--- config.mk ---
export PLATFORM = sky130hd
export DESIGN_NAME = simbus_mem_arbiter_flat
export DESIGN_NICKNAME = d
export VERILOG_FILES = /design/src/rtl/simbus_mem_arbiter_if.sv /design/src/rtl/simbus_mem_arbiter.sv /design/src/flat_wrapper.sv
export SDC_FILE = /design/constraint.sdc
export NUM_CORES = 1
export LEC_CHECK = 0
export CAP_MARGIN = 20
export CORE_AREA = 4 4 258 260
export DETAILED_ROUTE_END_ITERATION = 16
export DIE_AREA = 0 0 262 264
export PLACE_DENSITY = 0.47
export SLEW_MARGIN = 20
export SYNTH_ARGS = -nofsm -noshare
export SYNTH_HDL_FRONTEND = slang
export SYNTH_SLANG_ARGS = --single-unit
--- constraint.sdc ---
create_clock -name clock -period 8.2 [get_ports clock]
set_input_delay 1.64 -clock clock [delete_from_list [all_inputs] [get_ports clock]]
set_output_delay 1.64 -clock clock [all_outputs]
set_load 0.005 [all_outputs]
--- src/rtl/simbus_mem_arbiter_if.sv ---
// Channel cmd/rsp buses plus the RAMHelper-style port of the simulation memory front-end.
// The arbiter uses the slave modport; the simulation top (or bench) uses master.
interface simbus_mem_arbiter_if #(
    parameter int unsigned NUM_CH = 2,
    parameter int unsigned IDX_W  = 28
);
    logic [NUM_CH-1:0]    ch_cmd_valid;
    logic [NUM_CH-1:0]    ch_cmd_ready;
    logic [NUM_CH*64-1:0] ch_cmd_addr;
    logic [NUM_CH-1:0]    ch_cmd_wen;
    logic [NUM_CH*64-1:0] ch_cmd_wdata;
    logic [NUM_CH*8-1:0]  ch_cmd_wstrb;
    logic [NUM_CH-1:0]    ch_rsp_valid;
    logic [NUM_CH*64-1:0] ch_rsp_data;
    logic [NUM_CH-1:0]    ch_rsp_err;

    logic                 ram_en;
    logic [IDX_W-1:0]     ram_ridx;
    logic [63:0]          ram_rdata;
    logic [IDX_W-1:0]     ram_widx;
    logic [63:0]          ram_wdata;
    logic [63:0]          ram_wmask;
    logic                 ram_wen;

    modport slave (
        input  ch_cmd_valid, ch_cmd_addr, ch_cmd_wen, ch_cmd_wdata, ch_cmd_wstrb, ram_rdata,
        output ch_cmd_ready, ch_rsp_valid, ch_rsp_data, ch_rsp_err,
        output ram_en, ram_ridx, ram_widx, ram_wdata, ram_wmask, ram_wen
    );

    modport master (
        output ch_cmd_valid, ch_cmd_addr, ch_cmd_wen, ch_cmd_wdata, ch_cmd_wstrb, ram_rdata,
        input  ch_cmd_ready, ch_rsp_valid, ch_rsp_data, ch_rsp_err,
        input  ram_en, ram_ridx, ram_widx, ram_wdata, ram_wmask, ram_wen
    );
endinterface

--- src/rtl/simbus_mem_arbiter.sv ---
// Round-robin arbiter of NUM_CH cmd/rsp channels onto one RAMHelper port, with a
// LATENCY-deep tagged response pipeline and out-of-range error flagging.
module simbus_mem_arbiter #(
    parameter int unsigned NUM_CH    = 2,
    parameter int unsigned LATENCY   = 1,
    parameter logic [63:0] BASE_ADDR = 64'h8000_0000,
    parameter int unsigned IDX_W     = 28,
    parameter bit          WRITE_ACK = 1'b0
) (
    input logic                 clock,
    input logic                 reset,
    simbus_mem_arbiter_if.slave bus
);
    localparam int unsigned ID_W = (NUM_CH > 1) ? $clog2(NUM_CH) : 1;

    logic [ID_W-1:0] ptr_q;
    logic            grant;
    logic [ID_W-1:0] grant_id;
    logic            active;
    int unsigned     cand;

    logic [63:0]      sel_addr;
    logic [63:0]      sel_wdata;
    logic [7:0]       sel_wstrb;
    logic             sel_wen;
    logic [63:0]      off;
    logic             in_range;
    logic [IDX_W-1:0] idx;

    logic            stg_valid_q [LATENCY];
    logic [ID_W-1:0] stg_id_q    [LATENCY];
    logic [63:0]     stg_data_q  [LATENCY];
    logic            stg_err_q   [LATENCY];
    logic [63:0]     hold_q      [NUM_CH];
    logic            last_valid;

    // First valid channel after the pointer, wrapping modulo NUM_CH.
    always_comb begin
        grant    = 1'b0;
        grant_id = '0;
        cand     = 0;
        for (int unsigned k = 1; k <= NUM_CH; k++) begin
            cand = (32'(ptr_q) + k) % NUM_CH;
            if (!grant && bus.ch_cmd_valid[ID_W'(cand)]) begin
                grant    = 1'b1;
                grant_id = ID_W'(cand);
            end
        end
    end

    assign active    = grant & ~reset;
    assign sel_addr  = bus.ch_cmd_addr[{grant_id, 6'b0} +: 64];
    assign sel_wdata = bus.ch_cmd_wdata[{grant_id, 6'b0} +: 64];
    assign sel_wstrb = bus.ch_cmd_wstrb[{grant_id, 3'b0} +: 8];
    assign sel_wen   = bus.ch_cmd_wen[grant_id];

    assign off      = sel_addr - BASE_ADDR;
    assign idx      = off[IDX_W+2:3];
    assign in_range = (sel_addr >= BASE_ADDR) && ((off >> (IDX_W + 3)) == 64'd0);

    always_comb begin
        bus.ch_cmd_ready = '0;
        if (active) begin
            bus.ch_cmd_ready = NUM_CH'(1) << grant_id;
        end
    end

    assign bus.ram_en    = active & in_range;
    assign bus.ram_wen   = active & sel_wen & in_range;
    assign bus.ram_ridx  = idx;
    assign bus.ram_widx  = idx;
    assign bus.ram_wdata = sel_wdata;

    always_comb begin
        bus.ram_wmask = '0;
        for (int k = 0; k < 8; k++) begin
            bus.ram_wmask[k*8 +: 8] = {8{sel_wstrb[k]}};
        end
    end

    always_ff @(posedge clock) begin
        if (reset) begin
            ptr_q <= ID_W'(NUM_CH - 1);
            for (int s = 0; s < LATENCY; s++) begin
                stg_valid_q[s] <= 1'b0;
                stg_id_q[s]    <= '0;
                stg_data_q[s]  <= '0;
                stg_err_q[s]   <= 1'b0;
            end
        end else begin
            if (grant) begin
                ptr_q <= grant_id;
            end
            stg_valid_q[0] <= grant & (~sel_wen | WRITE_ACK);
            stg_id_q[0]    <= grant_id;
            stg_data_q[0]  <= (in_range && !sel_wen) ? bus.ram_rdata : 64'd0;
            stg_err_q[0]   <= ~in_range;
            for (int s = 1; s < LATENCY; s++) begin
                stg_valid_q[s] <= stg_valid_q[s-1];
                stg_id_q[s]    <= stg_id_q[s-1];
                stg_data_q[s]  <= stg_data_q[s-1];
                stg_err_q[s]   <= stg_err_q[s-1];
            end
        end
    end

    assign last_valid = stg_valid_q[LATENCY-1] & ~reset;

    // Channels without a response this cycle keep presenting their last data.
    always_comb begin
        bus.ch_rsp_valid = '0;
        bus.ch_rsp_err   = '0;
        bus.ch_rsp_data  = '0;
        for (int c = 0; c < NUM_CH; c++) begin
            if (last_valid && (stg_id_q[LATENCY-1] == ID_W'(c))) begin
                bus.ch_rsp_valid[c]       = 1'b1;
                bus.ch_rsp_err[c]         = stg_err_q[LATENCY-1];
                bus.ch_rsp_data[c*64 +: 64] = stg_data_q[LATENCY-1];
            end else if (!reset) begin
                bus.ch_rsp_data[c*64 +: 64] = hold_q[c];
            end
        end
    end

    always_ff @(posedge clock) begin
        if (reset) begin
            for (int c = 0; c < NUM_CH; c++) begin
                hold_q[c] <= '0;
            end
        end else begin
            for (int c = 0; c < NUM_CH; c++) begin
                if (bus.ch_rsp_valid[c]) begin
                    hold_q[c] <= stg_data_q[LATENCY-1];
                end
            end
        end
    end
endmodule
--- src/flat_wrapper.sv ---
// flat-port wrapper written by rule: the top's interface ports become plain ports
module simbus_mem_arbiter_flat 
#(
    parameter int unsigned NUM_CH    = 2,
    parameter int unsigned LATENCY   = 1,
    parameter logic [63:0] BASE_ADDR = 64'h8000_0000,
    parameter int unsigned IDX_W     = 28,
    parameter bit          WRITE_ACK = 1'b0
)
  (clock, reset, bus_ch_cmd_valid, bus_ch_cmd_addr, bus_ch_cmd_wen, bus_ch_cmd_wdata, bus_ch_cmd_wstrb, bus_ram_rdata, bus_ch_cmd_ready, bus_ch_rsp_valid, bus_ch_rsp_data, bus_ch_rsp_err, bus_ram_en, bus_ram_ridx, bus_ram_widx, bus_ram_wdata, bus_ram_wmask, bus_ram_wen);
  simbus_mem_arbiter_if #(.NUM_CH(NUM_CH), .IDX_W(IDX_W)) bus_i ();
  input logic clock;
  input logic reset;
  input wire logic [$bits(bus_i.ch_cmd_valid)-1:0] bus_ch_cmd_valid;
  input wire logic [$bits(bus_i.ch_cmd_addr)-1:0] bus_ch_cmd_addr;
  input wire logic [$bits(bus_i.ch_cmd_wen)-1:0] bus_ch_cmd_wen;
  input wire logic [$bits(bus_i.ch_cmd_wdata)-1:0] bus_ch_cmd_wdata;
  input wire logic [$bits(bus_i.ch_cmd_wstrb)-1:0] bus_ch_cmd_wstrb;
  input wire logic [$bits(bus_i.ram_rdata)-1:0] bus_ram_rdata;
  output wire logic [$bits(bus_i.ch_cmd_ready)-1:0] bus_ch_cmd_ready;
  output wire logic [$bits(bus_i.ch_rsp_valid)-1:0] bus_ch_rsp_valid;
  output wire logic [$bits(bus_i.ch_rsp_data)-1:0] bus_ch_rsp_data;
  output wire logic [$bits(bus_i.ch_rsp_err)-1:0] bus_ch_rsp_err;
  output wire logic [$bits(bus_i.ram_en)-1:0] bus_ram_en;
  output wire logic [$bits(bus_i.ram_ridx)-1:0] bus_ram_ridx;
  output wire logic [$bits(bus_i.ram_widx)-1:0] bus_ram_widx;
  output wire logic [$bits(bus_i.ram_wdata)-1:0] bus_ram_wdata;
  output wire logic [$bits(bus_i.ram_wmask)-1:0] bus_ram_wmask;
  output wire logic [$bits(bus_i.ram_wen)-1:0] bus_ram_wen;
  assign bus_i.ch_cmd_valid = bus_ch_cmd_valid;
  assign bus_i.ch_cmd_addr = bus_ch_cmd_addr;
  assign bus_i.ch_cmd_wen = bus_ch_cmd_wen;
  assign bus_i.ch_cmd_wdata = bus_ch_cmd_wdata;
  assign bus_i.ch_cmd_wstrb = bus_ch_cmd_wstrb;
  assign bus_i.ram_rdata = bus_ram_rdata;
  assign bus_ch_cmd_ready = bus_i.ch_cmd_ready;
  assign bus_ch_rsp_valid = bus_i.ch_rsp_valid;
  assign bus_ch_rsp_data = bus_i.ch_rsp_data;
  assign bus_ch_rsp_err = bus_i.ch_rsp_err;
  assign bus_ram_en = bus_i.ram_en;
  assign bus_ram_ridx = bus_i.ram_ridx;
  assign bus_ram_widx = bus_i.ram_widx;
  assign bus_ram_wdata = bus_i.ram_wdata;
  assign bus_ram_wmask = bus_i.ram_wmask;
  assign bus_ram_wen = bus_i.ram_wen;
  simbus_mem_arbiter #(.NUM_CH(NUM_CH), .LATENCY(LATENCY), .BASE_ADDR(BASE_ADDR), .IDX_W(IDX_W), .WRITE_ACK(WRITE_ACK)) u_core (.clock(clock), .reset(reset), .bus(bus_i));
endmodule
# Yosys cells after proc, flatten, opt, wreduce, memory -nomap -nowiden
# Memories as Yosys holds them, arrays and structs flattened.
# Index checks and enable logic that the tools add are counted.
[classes]
n_mux = 39
bitwise_logic = 12
n_reduce_logical = 12
shifts = 4
n_lt_le_gt_ge = 4
n_addsub = 3
[ops]
columns = ["operator", "n"]
rows = [
  ["$mux W64", 8],
  ["$shiftx A128 B8 Y64", 2],
  ["$ge A64 B32 Y1 const B", 1],
  ["$logic_not A64 Y1", 1],
  ["$reduce_or A64 Y1", 1],
  ["$sub A64 B32 Y64 const B", 1],
  ["$mux W1", 30],
  ["$shiftx A16 B5 Y8", 1],
  ["$and A1 B1 Y1", 6],
  ["$lt A1 B2 Y1 const B", 3],
  ["$logic_and A1 B1 Y1", 5],
  ["$not A1 Y1", 4],
  ["$reduce_or A1 Y1", 3],
  ["$add A1 B1 Y1 const B", 2],
  ["$logic_not A1 Y1", 2],
  ["$mux W2", 1],
  ["$or A1 B1 Y1", 2],
  ["$shl A1 B1 Y2 const A", 1],
]
[totals]
memories = 5
ram_bits = 195
regBits = 1
elab_cells = 80
input_bits = 342
[mem_list]
columns = ["memory", "words", "word_bits", "rd", "rd_ports_with_merged_regs", "write_ports", "line_no", "rtl"]
rows = [
  ["u_core.hold_q", 2, 64, 2, 0, 2, "simbus_mem_arbiter.sv:34", "logic [63:0] hold_q [NUM_CH];"],
  ["u_core.stg_data_q", 1, 64, 1, 0, 1, "simbus_mem_arbiter.sv:32", "logic [63:0] stg_data_q [LATENCY];"],
  ["u_core.stg_err_q", 1, 1, 1, 0, 1, "simbus_mem_arbiter.sv:33", "logic stg_err_q [LATENCY];"],
  ["u_core.stg_id_q", 1, 1, 1, 0, 1, "simbus_mem_arbiter.sv:31", "logic [ID_W-1:0] stg_id_q [LATENCY];"],
  ["u_core.stg_valid_q", 1, 1, 1, 0, 1, "simbus_mem_arbiter.sv:30", "logic stg_valid_q [LATENCY];"],
]

# Logic depth before layout (Yosys ltp)
[logic_depth]
word_depth = 14
depth_mapped = 9
ltp_nobuf = 6

# Least setup slack after synthesis
# OpenSTA, ideal clock, no wires.
[synth_path]
path_kind = "input -> output"
start = "in bus_ch_cmd_addr[52]"
end = "out bus_ram_en"
n_path_buf = 1
arrival_time_ps = 3553
path_slack_ps = 3007
cell_stages = 7
cell_sequence = "or4_1 > or4_1 > nor4_2 > o21ai_1 > nor4_4 > buf_2 > nor3b_2"
[synth_between]
elab_chain_len = 5
word_cells_on_any_way = 6
[synth_rtl]
columns = ["item", "line_no", "rtl"]
rows = [
  ["start: declaration", "flat_wrapper.sv:15", "input wire logic [$bits(bus_i.ch_cmd_addr)-1:0] bus_ch_cmd_addr;"],
  ["$shiftx A128 B8 Y64 (*)", "simbus_mem_arbiter.sv:52", "assign sel_addr = bus.ch_cmd_addr[{grant_id, 6'b0} +: 64];"],
  ["$sub A64 B32 Y64", "simbus_mem_arbiter.sv:57", "assign off = sel_addr - BASE_ADDR;"],
  ["$logic_not A64 Y1", "simbus_mem_arbiter.sv:59", "assign in_range = (sel_addr >= BASE_ADDR) && ((off >> (IDX_W + 3)) == 64'd0);"],
  ["$logic_and A1 B1 Y1 (*)", "simbus_mem_arbiter.sv:59", ""],
  ["$and A1 B1 Y1 (*)", "simbus_mem_arbiter.sv:68", "assign bus.ram_en = active & in_range;"],
  ["end: declaration", "flat_wrapper.sv:24", "output wire logic [$bits(bus_i.ram_en)-1:0] bus_ram_en;"],
]
# Mark *: on every way between the ends. The rest lies on a longest branch, timed or not.

# Worst setup path after layout
[layout_path]
start = "in bus_ch_cmd_addr[51]"
end = "out bus_ram_wen"
[layout_between]
elab_chain_len = 5
word_cells_on_any_way = 6
[layout_rtl]
columns = ["item", "line_no", "rtl"]
rows = [
  ["$shiftx A128 B8 Y64 (*)", "simbus_mem_arbiter.sv:52", ""],
  ["$sub A64 B32 Y64", "simbus_mem_arbiter.sv:57", ""],
  ["$logic_not A64 Y1", "simbus_mem_arbiter.sv:59", ""],
  ["$logic_and A1 B1 Y1 (*)", "simbus_mem_arbiter.sv:59", ""],
  ["$and A1 B1 Y1 (*)", "simbus_mem_arbiter.sv:69", "assign bus.ram_wen = active & sel_wen & in_range;"],
  ["end: declaration", "flat_wrapper.sv:29", "output wire logic [$bits(bus_i.ram_wen)-1:0] bus_ram_wen;"],
]
# Marked as above.

==> qor.csv <==
metric,value,unit
R2R Path Start,u_core.ptr_q,
maximum number of pins on one net before global-route repair,86,
crit path kind,input pin to primary output,
Yosys warning total,0,
met3 Track Usage GR,0.0410,
share of synthesized registers carrying an async set or reset,0,
CP Data Arrival Time,5.17,ns
flip-flop and latch count after synthesis,196,
via count,10700,
crit-path leading delay family,simple AND/OR/NAND/NOR gates,
cell chosen for the clock root,clkbuf_16,
FF-to-FF path depth,7,
CTS H-tree depth,4,
RSZ-0062 raised after global routing,no,
# setup viols final,0,
tightest slew margin relative to the limit,0.315,
sequential cell area fraction in the yosys report,0.489,
Total Neg Setup Slack,0,ns
area share of the largest cell type after synthesis,0.361,
final worst path period share,0.830,
net count after synthesis,1613,
peak per-stage delay on the critical path,0.70,ns
iteration-0 DRC count of the detailed router,662,
final worst setup slack,1.39,ns
busiest metal layer after global routing,met2,
skew final,0.0178,ns
path length in cells of the critical path,8,
outcome,"complete, no violations",
library cell occupying the most area in the post-synthesis netlist,edfxtp_1,
CP Data Required Time,6.56,ns
met1 Track Usage GR,0.190,
CP endpoint,bus_ram_wen,
WHS,0.593,ns
number of buffers and inverters on the critical path,2,
slew at the pin with the worst max-slew slack,1.03,ns
source of the critical timing path,bus_ch_cmd_addr[51],
CTS sink cnt,196,
post-synthesis instance total,1271,
CTS clock-pin slew for the worst setup and hold paths,0.07,ns
worst setup slack before clock tree synthesis,1.40,ns
number of nets in the finished design,2128,
vias in the first global route,10700,
crit path capture type,primary output,
DR pass1 iterations,5,
Core Footprint,64100,µm²
internal reg-to-reg setup slack,4.69,ns
max cap viols,0,
maximum clock frequency,147,MHz
classification of the worst-slack hold path,register to register,
Residual DRC,0,
Setup crit start kind,input pin,
num rows,93,
DPL Wire Length,50300,µm
met2 Track Usage GR,0.337,
number of routed nets with antenna violations,0,
cell with the largest stage delay on the worst path,nor4_4,
DIE AREA,69200,µm²
total congestion overflow,0,
TritonCTS clock tree,done,
post-layout min period,6.81,ns
hold buffer count at cts,0,
cells taking the most area after synthesis,"edfxtp_1 (36%), nand2_1 (17%), dfxtp_1 (13%), buf_4 (5.9%), nand3b_1 (4.5%)",
Max IR drop VDD,0.124,mV
DIE WIDTH,262,µm
aggregate routed wire length,63300,µm
R2R Path End,u_core.stg_data_q[0][46],
total setup buffers inserted after CTS,0,
Starting Density,0.166,
number of antenna violations at the first check in global routing,12,
Synth cell types,44,
static leakage,7.15,nW
Synth-to-Final Area Change,69.6,%
max-slew violation count,0,
total count of hold-check failures in the final report,0,
CP Cell Sequence,clkdlybuf4s50_1 -> or4_1 -> or4_1 -> nor4_2 -> o21ai_1 -> nor4_4 -> nor4b_2 -> clkdlybuf4s50_1,
post-cts sizing count,0,
clock latency at the later pin of the worst-skew pair,0.45,ns
CTS max path bufs,2,
die height,264,µm
synthesized area,10700,µm²
mean instance size in the synthesized netlist,8.38,µm²
P per Cell Area,145,nW/µm²
fraction of final layout cells with drive strength greater than 1,0.0345,
global-route wire length before repair,85200,µm
overall routing resource usage,0.175,
number of vias per cell after detailed routing,4.03,
number of buffers added by the clock tree synthesis step,17,
routed len/inst,23.8,µm
count of buffers inserted at the top-level ports,655,
Post-synth top flop,edfxtp_1,
global placer's final weighted congestion,0.887,
number of flops mapped to enable cells by yosys,128,
maximum fanout along the worst path,8,
ports placed on the boundary,662,
-- cell usage in the layout, fill, tap and decap left out, drive strengths merged, types with 2 or more instances in the layout --
master           n
clkbuf          18
nand3b          64
o22ai            2
o31ai            2
nand2b          66
edfxtp         128
nor2b            4
nor4b            2
dfxtp           68
and3            65
mux2i            4
o21ai           68
diode            3
clkinvlp         2
buf             14
clkdlybuf4s50  654
clkinv           6
nor4             9
nor2            16
nand2          496
nand4b           2
and2            65
or4b             2
or4              6
nor3            12
inv              7
or3              2
-- worst min-delay path by stage --
stage                             startpoint                    end  slack, ns  cells past startpoint
floorplan                       u_core.ptr_q           u_core.ptr_q       0.51                      3
global placement    u_core.stg_data_q[0][46]  u_core.hold_q[0][110]       0.56                      1
detailed placement  u_core.stg_data_q[0][50]  u_core.hold_q[0][114]       0.57                      1
CTS                 u_core.stg_data_q[0][40]  u_core.hold_q[0][104]       0.59                      1
global route        u_core.stg_data_q[0][25]   u_core.hold_q[0][25]       0.61                      1
finish              u_core.stg_data_q[0][40]   u_core.hold_q[0][40]       0.59                      1
-- sequential cells by signal (all words and copies together), names as in the netlist --
name and count:
u_core.stg_valid_q 1, u_core.stg_id_q 1, u_core.ptr_q 1, u_core.hold_q 128, u_core.stg_data_q 64, u_core.stg_err_q 1
-- worst register-to-register path, delay by kind of cell, from the launching register on --
kind | cells | cell delay, ns
flip-flops | 1 | 0.38
buffers and inverters | 1 | 0.66
AO/OA/AOI/OAI | 3 | 1.15
multiplexers | 1 | 0.17
AND/OR/NAND/NOR | 2 | 1.09
-- metal layers --
metal	vias up	part of all wire	wire, µm
met5	-	0.00087	55
met4	8	0.026	1630
met3	58	0.062	3920
met2	438	0.54	34300
met1	5084	0.37	23400
li1	5121	-	-
-- cells in the mapped netlist, types with 2 or more instances --
cell type and count:
nor2b_1 4, nor4_1 7, o22ai_1 2, nand3b_1 64
clkbuf_2 2, and3_1 65, buf_4 84, nand2_1 496
clkbuf_1 78, and2_1 65, nor2_1 16, dfxtp_1 68
o21ai_0 67, or4b_2 2, inv_1 2, buf_6 4
buf_1 2, nand4b_1 2, nor3_1 12, o31ai_1 2
buf_2 2, or3_1 2, or4_1 6, nand2b_1 66
mux2i_1 4, nor4b_2 2, edfxtp_1 128
-- logic make-up (layout without fill, tap and decap cells) --
group           Yosys count  count (layout)  synth area share
compound gates           83              83            0.0431
buf+inv                 174             702            0.0942
flops                   196             196             0.489
mux                       4               4           0.00376
other cells               0               3                 0
simple gates            814             814             0.370
-- power by group --
| group | switching [W] | internal (W) | total, W | leakage (nW) |
|---|---|---|---|---|
| Combinational | 0.000304 | 0.000376 | 0.000679 | 5.01 |
| Sequential | 0.00000923 | 0.00108 | 0.00109 | 1.85 |
| Clock | 0.000409 | 0.000437 | 0.000846 | 0.284 |
| Total | 0.000722 | 0.00189 | 0.00261 | 7.15 |
-- layout make-up --
type | count | area (µm²)
antenna | 3 | 7.51
multi-input combinational | 901 | 4500
tap | 855 | 1070
sequential | 196 | 5200
clock inverter | 14 | 144
clock buffer | 18 | 439
inverter | 2 | 7.51
fill | 6799 | 46100
timing repair buffer | 668 | 6690
-- metrics by stage --
| stage | cells | cell area (µm²) | util | power, W |
|---|---|---|---|---|
| 2_1_floorplan | 1271 | 10700 | - | 0.00132 |
| 3_3_place_gp | 2620 | 17400 | 0.272 | 0.00180 |
| 3_5_place_dp | 2622 | 17500 | 0.272 | 0.00181 |
| 4_1_cts | 2654 | 18100 | 0.282 | 0.00267 |
| 5_1_grt | 2654 | 18100 | 0.282 | 0.00273 |
| 6_report | 2657 | 18100 | 0.282 | 0.00261 |
Power figures use the tool's default switching activity.
